### src/rtl/byte_serial_adder_pkg.sv
// rtl/byte_serial_adder_pkg.sv - shared types and constants for the byte-serial adder
`timescale 1ns/1ps
package byte_serial_adder_pkg;

   localparam int BYTE_W = 8;

   typedef enum logic [1:0] {
      IDLE = 2'd0,
      RUN  = 2'd1,
      DONE = 2'd2
   } state_e;

   // Width of a counter that must hold 0..n-1; never narrower than one bit.
   function automatic int clog2(input int n);
      int r;
      r = 0;
      for (int v = n - 1; v > 0; v = v >> 1) begin
         r++;
      end
      return (r < 1) ? 1 : r;
   endfunction

endpackage

### src/rtl/byte_serial_adder_cla8_core.sv
// rtl/byte_serial_adder_cla8_core.sv - combinational 8-bit carry-lookahead adder core
`timescale 1ns/1ps
module cla8_core
   import byte_serial_adder_pkg::*;
(
   input  logic [BYTE_W-1:0] a,
   input  logic [BYTE_W-1:0] b,
   input  logic              ci,
   output logic [BYTE_W-1:0] s,
   output logic              co
);

   // Returns {group_g, group_p, c3, c2, c1} for a 4-bit lookahead block.
   function automatic logic [4:0] la4(input logic [3:0] g, input logic [3:0] p, input logic c0);
      logic c1, c2, c3, gg, pg;
      c1 = g[0] | (p[0] & c0);
      c2 = g[1] | (p[1] & g[0]) | (p[1] & p[0] & c0);
      c3 = g[2] | (p[2] & g[1]) | (p[2] & p[1] & g[0]) | (p[2] & p[1] & p[0] & c0);
      gg = g[3] | (p[3] & g[2]) | (p[3] & p[2] & g[1]) | (p[3] & p[2] & p[1] & g[0]);
      pg = &p;
      return {gg, pg, c3, c2, c1};
   endfunction

   logic [BYTE_W-1:0] g;
   logic [BYTE_W-1:0] p;
   logic [BYTE_W:0]   c;
   logic [4:0]        lo;
   logic [4:0]        hi;

   assign g = a & b;
   assign p = a ^ b;

   assign lo = la4(g[3:0], p[3:0], ci);
   // Upper nibble carry-in comes from the lower group terms, not from a ripple.
   assign c[0] = ci;
   assign c[3:1] = {lo[2], lo[1], lo[0]};
   assign c[4] = lo[4] | (lo[3] & ci);

   assign hi = la4(g[7:4], p[7:4], c[4]);
   assign c[7:5] = {hi[2], hi[1], hi[0]};
   assign c[8] = hi[4] | (hi[3] & lo[4]) | (hi[3] & lo[3] & ci);

   assign s  = p ^ c[BYTE_W-1:0];
   assign co = c[BYTE_W];

endmodule

### src/rtl/byte_serial_adder.sv
// rtl/byte_serial_adder.sv - byte-serial wide adder, LSB first; optional SUBTRACT_EN adds the sub port
`timescale 1ns/1ps
module byte_serial_adder
   import byte_serial_adder_pkg::*;
#(
   parameter  int NBYTES = 4,
   localparam int W      = 8 * NBYTES
) (
   input  logic         clk,
   input  logic         rst_n,
   input  logic         in_valid,
   output logic         in_ready,
   input  logic [W-1:0] a,
   input  logic [W-1:0] b,
   input  logic         cin,
`ifdef SUBTRACT_EN
   input  logic         sub,
`endif
   output logic         out_valid,
   input  logic         out_ready,
   output logic [W-1:0] sum,
   output logic         cout,
   output logic         ovf
);

   localparam int IDX_W = clog2(NBYTES);
   localparam logic [IDX_W-1:0] LAST_IDX = IDX_W'(NBYTES - 1);

   state_e            state_q;
   logic [W-1:0]      a_q;
   logic [W-1:0]      b_q;
   logic [W-1:0]      sum_q;
   logic [W-1:0]      sum_d;
   logic              carry_q;
   logic              cout_q;
   logic              ovf_q;
   logic              a_msb_q;
   logic              b_msb_q;
   logic [IDX_W-1:0]  idx_q;

   logic [W-1:0]      b_eff;
   logic              ci_eff;
   logic [BYTE_W-1:0] core_s;
   logic              core_co;
   logic              last_byte;

`ifdef SUBTRACT_EN
   assign b_eff  = sub ? ~b : b;
   assign ci_eff = sub | cin;
`else
   assign b_eff  = b;
   assign ci_eff = cin;
`endif

   cla8_core u_core (
      .a  (a_q[BYTE_W-1:0]),
      .b  (b_q[BYTE_W-1:0]),
      .ci (carry_q),
      .s  (core_s),
      .co (core_co)
   );

   assign last_byte = (idx_q == LAST_IDX);
   assign sum_d     = {core_s, sum_q[W-1:BYTE_W]};

   // MSBs of A and effective B are kept so overflow needs no wide compare at the end.
   always_ff @(posedge clk or negedge rst_n) begin
      if (!rst_n) begin
         state_q <= IDLE;
         a_q     <= '0;
         b_q     <= '0;
         sum_q   <= '0;
         carry_q <= 1'b0;
         cout_q  <= 1'b0;
         ovf_q   <= 1'b0;
         a_msb_q <= 1'b0;
         b_msb_q <= 1'b0;
         idx_q   <= '0;
      end else begin
         case (state_q)
            IDLE: begin
               if (in_valid) begin
                  a_q     <= a;
                  b_q     <= b_eff;
                  carry_q <= ci_eff;
                  a_msb_q <= a[W-1];
                  b_msb_q <= b_eff[W-1];
                  idx_q   <= '0;
                  state_q <= RUN;
               end
            end
            RUN: begin
               sum_q   <= sum_d;
               carry_q <= core_co;
               a_q     <= a_q >> BYTE_W;
               b_q     <= b_q >> BYTE_W;
               idx_q   <= idx_q + IDX_W'(1);
               if (last_byte) begin
                  cout_q  <= core_co;
                  ovf_q   <= (a_msb_q == b_msb_q) && (core_s[BYTE_W-1] != a_msb_q);
                  state_q <= DONE;
               end
            end
            DONE: begin
               if (out_ready) begin
                  state_q <= IDLE;
               end
            end
            default: state_q <= IDLE;
         endcase
      end
   end

   assign in_ready  = (state_q == IDLE);
   assign out_valid = (state_q == DONE);
   assign sum       = sum_q;
   assign cout      = cout_q;
   assign ovf       = ovf_q;

endmodule

### config.mk
export PLATFORM = sky130hd
export DESIGN_NAME = byte_serial_adder
export DESIGN_NICKNAME = d
export VERILOG_FILES = /design/src/rtl/byte_serial_adder_pkg.sv /design/src/rtl/byte_serial_adder_cla8_core.sv /design/src/rtl/byte_serial_adder.sv
export SDC_FILE = /design/constraint.sdc
export NUM_CORES = 1
export LEC_CHECK = 0
export CORE_MARGIN = 4
export CORE_UTILIZATION = 44
export CTS_CLUSTER_DIAMETER = 150
export DETAILED_ROUTE_END_ITERATION = 6
export GPL_ROUTABILITY_DRIVEN = 0
export PLACE_DENSITY_LB_ADDON = 0.2
export SLEW_MARGIN = 20
export SYNTH_ARGS = -nofsm -noshare
export SYNTH_HDL_FRONTEND = slang
export SYNTH_HIERARCHICAL = 1
export SYNTH_SLANG_ARGS = --single-unit
### constraint.sdc
create_clock -name clk -period 3.35 [get_ports clk]
set_input_delay 0.5025 -clock clk [delete_from_list [all_inputs] [get_ports clk]]
set_output_delay 0.5025 -clock clk [all_outputs]
set_load 0.005 [all_outputs]
# After elaboration in Yosys (flattened, before gate mapping)
# Index checks and enable logic that the tools add are counted.
[totals] in_bits=69 reg_bits=105 output_inout_bits=36
[op_classes] n_mux=12 n_eq_ne=8 reduce_logical=9 bitwise_logic=56 add_sub_neg=1
[ops] operator="$pmux 32 s2" n=2
[ops] operator="$mux 32" n=2
[ops] operator="$and 1x1->1" n=32
[ops] operator="$or 1x1->1" n=21
[ops] operator="$xor 8x8->8" n=2
[ops] operator="$and 8x8->8" n=1
[ops] operator="$mux 2" n=4
[ops] operator="$reduce_and 4->1" n=2
[ops] operator="$pmux 2 s3" n=1
[ops] operator="$reduce_and 2->1" n=3
[ops] operator="$eq 2x2->1 const B" n=2
[ops] operator="$ne 2x2->1 const B" n=2
[ops] operator="$pmux 2 s2" n=1
[ops] operator="$reduce_and 3->1" n=1
[ops] operator="$add 2x1->2 const B" n=1
[ops] operator="$eq 2x1->1 const B" n=1
[ops] operator="$logic_not 2->1" n=1
[ops] operator="$ne 2x1->1 const B" n=1
[ops] operator="$pmux 1 s2" n=1
[ops] operator="$reduce_bool 2->1" n=1
[ops] operator="$eq 1x1->1" n=1
[ops] operator="$logic_and 1x1->1" n=1
[ops] operator="$mux 1" n=1
[ops] operator="$ne 1x1->1" n=1

# Depth between registers and ports, before layout
[depth] ltp_word=11 ltp_mapped=8 depth_no_buf=8

# Cells and area by module
# The synthesis kept the hierarchy.
[by_module_without_submodules] module="byte_serial_adder" cells_per_inst=506 instances=1 seq_area_each_um2=2627.5 area_per_inst_um2=4714.5
[by_module_without_submodules] module="cla8_core" cells_per_inst=32 instances=1 seq_area_each_um2=0.0 area_per_inst_um2=296.5

# Least setup slack after synthesis
# OpenSTA, ideal clock, no wires.
[synth_timing] path_type="reg2reg" start="register a_q[1]" end="register ovf_q (netlist: ovf)" path_stages_with_launch=9 setup_slack_ns=1.003 setup_ns=0.064 t_required_ns=3.286 arrival_time_ns=2.282 n_path_buf=0 cell_sequence="dfrtp_1 > ha_1 > and3_1 > a221o_1 > o22a_1 > xor2_1 > or3b_2 > o21ai_0 > mux2_2"
[synth_via] elab_chain_len=10 word_cells_on_any_way=15 cone_classes="1 x eq/ne; 12 x bitwise; 2 x reduce/logical"
[synth_lines] item="start, declared" line_no="byte_serial_adder.sv:30" text="logic [W-1:0] a_q;"
[synth_lines] item="start signal, assigned" line_no="byte_serial_adder.sv:95" text="a_q <= a_q >> BYTE_W;"
[synth_lines] item="$and 8x8->8 or $xor 8x8->8 (tied branches)" line_no="byte_serial_adder_cla8_core.sv:30, byte_serial_adder_cla8_core.sv:31"
[synth_lines] item="$and 1x1->1" line_no="byte_serial_adder_cla8_core.sv:19" text="gg = g[3] | (p[3] & g[2]) | (p[3] & p[2] & g[1]) | (p[3] & p[2] & p[1] & g[0]);"
[synth_lines] item="$or 1x1->1 or $and 1x1->1 (tied branches)" line_no="byte_serial_adder_cla8_core.sv:19"
[synth_lines] item="$or 1x1->1" line_no="byte_serial_adder_cla8_core.sv:19"
[synth_lines] item="$or 1x1->1 *" line_no="byte_serial_adder_cla8_core.sv:37" text="assign c[4] = lo[4] | (lo[3] & ci);"
[synth_lines] item="$and 1x1->1 *" line_no="byte_serial_adder_cla8_core.sv:18" text="c3 = g[2] | (p[2] & g[1]) | (p[2] & p[1] & g[0]) | (p[2] & p[1] & p[0] & c0);"
[synth_lines] item="$or 1x1->1 *" line_no="byte_serial_adder_cla8_core.sv:18"
[synth_lines] item="$xor 8x8->8 *" line_no="byte_serial_adder_cla8_core.sv:43" text="assign s = p ^ c[BYTE_W-1:0];"
[synth_lines] item="net core_s[7]" line_no="byte_serial_adder.sv:43" text="logic [BYTE_W-1:0] core_s;"
[synth_lines] item="$ne 1x1->1 *" line_no="byte_serial_adder.sv:100" text="ovf_q <= (a_msb_q == b_msb_q) && (core_s[BYTE_W-1] != a_msb_q);"
[synth_lines] item="$logic_and 1x1->1 *" line_no="byte_serial_adder.sv:100"
[synth_lines] item="end signal, assigned" line_no="byte_serial_adder.sv:100"
[synth_lines] item="end, declared" line_no="byte_serial_adder.sv:36" text="logic ovf_q;"
# Mark *: on every way through the listed nets, which the timed path passes. The rest lies on a longest branch.
# A chain may end at the register's enable or synchronous reset.

# Worst setup path after layout
# Same ends and word-level chain as after synthesis.

==> results.cfg <==
[final_layout]
regArea_um2 = 2630
drive_gt1_share_pct = 6.19
final_nets = 705
syn2layout_area_growth_pct = 28.5
post-route-util_pct = 58.6
final_cells = 770
fill_cells = 974
diodes = 0
final_area_um2 = 6440
multi_input_area_um2 = 2130

[clock_network]
cts_resized = 0
postCtsHoldBufs = 0
root_buffer = clkbuf_16
clk_pin_slew_ns = 0.07
cts.htree.levels = 3
cts_tree = built
post_cts_buffers = 0
cts_inserted_buffers = 9
clockBufferDepth = 2
insertion_delay_ns = 0.34
cts.sinks = 105

[worst_hold_path]
worstHoldPathType = input port to asynchronous set/reset pin

[floorplanning]
die_area_um2 = 13200
design.core.area_um2 = 11000
io_pins = 105
start_util_pct = 45.6
die_x_um = 115
die_h_um = 115
row_count = 38

[synth]
synth_fp_nets = 618
syn_area_per_cell_um2 = 9.31
synthesis.area_um2 = 5010
yosys-top-cells-area = dfrtp_1 52%, nand2_1 8.5%, a22oi_1 6.6%, nor2b_1 5.4%, o21ai_0 4.9%
synth-edff-count = 0
netlist.area_leader.share_pct = 52.4
synth_top_flop_cell = dfrtp_1
ys_async_sr_fraction_pct = 100
ys.warnings.count = 6
synth_top_area_cell = dfrtp_1
synth.most_common_cell = nand2_1
netlist_top_cells_count = 114 x nand2_1, 105 x dfrtp_1, 49 x o21ai_0
yosysSeqAreaShare_pct = 52.4
ys_types = 36
syn_inst = 538
ys_ff_latch = 105

[critical_path]
ff2ff_path_depth = 8
timing.rr.start = a_q[1]
start_kind = flip-flop
worstPathRequired_ns = 3.63
rrSetupSlack_ns = 0.76
r2r_end = ovf
criticalPathCategory = flip-flop to flip-flop
end_kind = flip-flop
cp_max_fo = 4
critPathArrivalTime_ns = 2.86

[routing]
ant_nets = 0
top_layer = met4
wl_per_cell_um = 16.4
wl_met3_um = 632
drc = 0
drt_iter0_drc = 436
dr.pass1.iters = 5
via_per_inst = 5.37
vias = 4134
met1Wirelength_mm = 5.48
wl_met2_mm = 6.27
drt-total-wl_mm = 12.6

[timing]
fmax_mhz = 386
setup_tns_ns = 0
rsz0062_at_grt = no
relSlewSlack_pct = 44.6
hold_viol = 0
period_minus_slack_ns = 2.59
fin_skew_ns = 0.00755
tightest_slew_ns = 0.830
setup_viol = 0
drv_slew = 0
fin_crit_sh_pct = 77.3

[global_routing]
grt_max_degree = 49
grt_pass1_wl_mm = 20.9
antenna_found_initial = 0
grt-ovfl-total = 0
grt_pass1_vias = 4108
grt.total_usage_pct = 19.8

[power]
ir_drop_mv = 0.468
leakage_nw = 2.96
p_per_area_nw_per_um2 = 897

[placed_design]
post_dp_cell_area_um2 = 6120
hpwl_mm = 8.70
dp_cells = 754
io_buffers = 104

[run_status]
status = finished, final reports clean

[job]
cap_violations = 0
[worst max-delay path by stage]
stage / startpoint / end / slack (ns)
6_report: a_q[1] / ovf / 0.76
5_1_grt: a_q[1] / ovf / 0.60
4_1_cts: a_q[1] / ovf / 0.76
3_5_place_dp: a_q[1] / ovf / 0.81
3_3_place_gp: a_q[1] / ovf / 0.88
2_1_floorplan: a_q[1] / ovf / 1.00
[critical path, cell delays in order, from the launching register on]
cell and delay (ns):
dfrtp_1 0.40, ha_1 0.34, and3_1 0.20, a221o_1 0.37
o22a_1 0.26, xor2_1 0.24, or3b_2 0.47, o21ai_0 0.08
mux2_2 0.17
[cells by family after synthesis]
family                   synth area share, %
AND/OR/NAND/NOR                         17.7
XOR/XNOR                               0.874
AO/OA/AOI/OAI                           19.6
multiplexers                            1.05
adder cells (fa/ha/maj)                 3.05
buffers and inverters                   5.32
flip-flops                              52.4
[per-layer routing]
metal,global-route usage (%),up-vias
met1,27.7,1977
met3,2.48,17
met2,32.3,125
met5,0,-
li1,-,2015
met4,6.57,0
[metrics by stage]
step           worst slack, ns  hold slack (ns)  power [mW]
2_1_floorplan             1.00            0.207        3.74
3_3_place_gp             0.883            0.456        4.56
3_5_place_dp             0.812            0.462        4.66
4_1_cts                  0.763            0.189        5.82
5_1_grt                  0.602            0.210        6.25
6_report                 0.761            0.154        5.78
[where the power goes]
| group | switching, mW | leakage [nW] | internal [mW] |
|---|---|---|---|
| Combinational | 1.22 | 1.46 | 1.11 |
| Clock | 0.459 | 0.153 | 0.678 |
| Sequential | 0.490 | 1.35 | 1.81 |
[cell usage in the layout (no fill, tap or decap), types with 3 or more instances in the layout]
| cell type | n |
|---|---|
| nand2_1 | 114 |
| and3b_1 | 5 |
| inv_1 | 16 |
| buf_4 | 13 |
| nand3_1 | 15 |
| o21ai_0 | 49 |
| dfrtp_1 | 103 |
| ha_1 | 9 |
| clkdlybuf4s50_1 | 102 |
| a22oi_1 | 44 |
| a21oi_1 | 46 |
| nor2b_1 | 41 |
| clkbuf_16 | 9 |
| xor2_1 | 3 |
| o21ai_1 | 21 |
[layout make-up]
class,instances,share of cell area (%)
clock buffers,12,3.83
clock inverters,4,1.18
inverters,16,0.932
multi-input cells,377,33.1
flip-flops and latches,105,40.8
well taps,140,2.72
repair buffers,116,17.4
[sequential cells by signal, summed over array words and instances, names as in the netlist]
register,cells
a_q,32
b_q,32
sum,32
idx_q,2
state_q,2
a_msb_q,1
b_msb_q,1
carry_q,1
cout,1
ovf,1
Power figures use the tool's default switching activity.
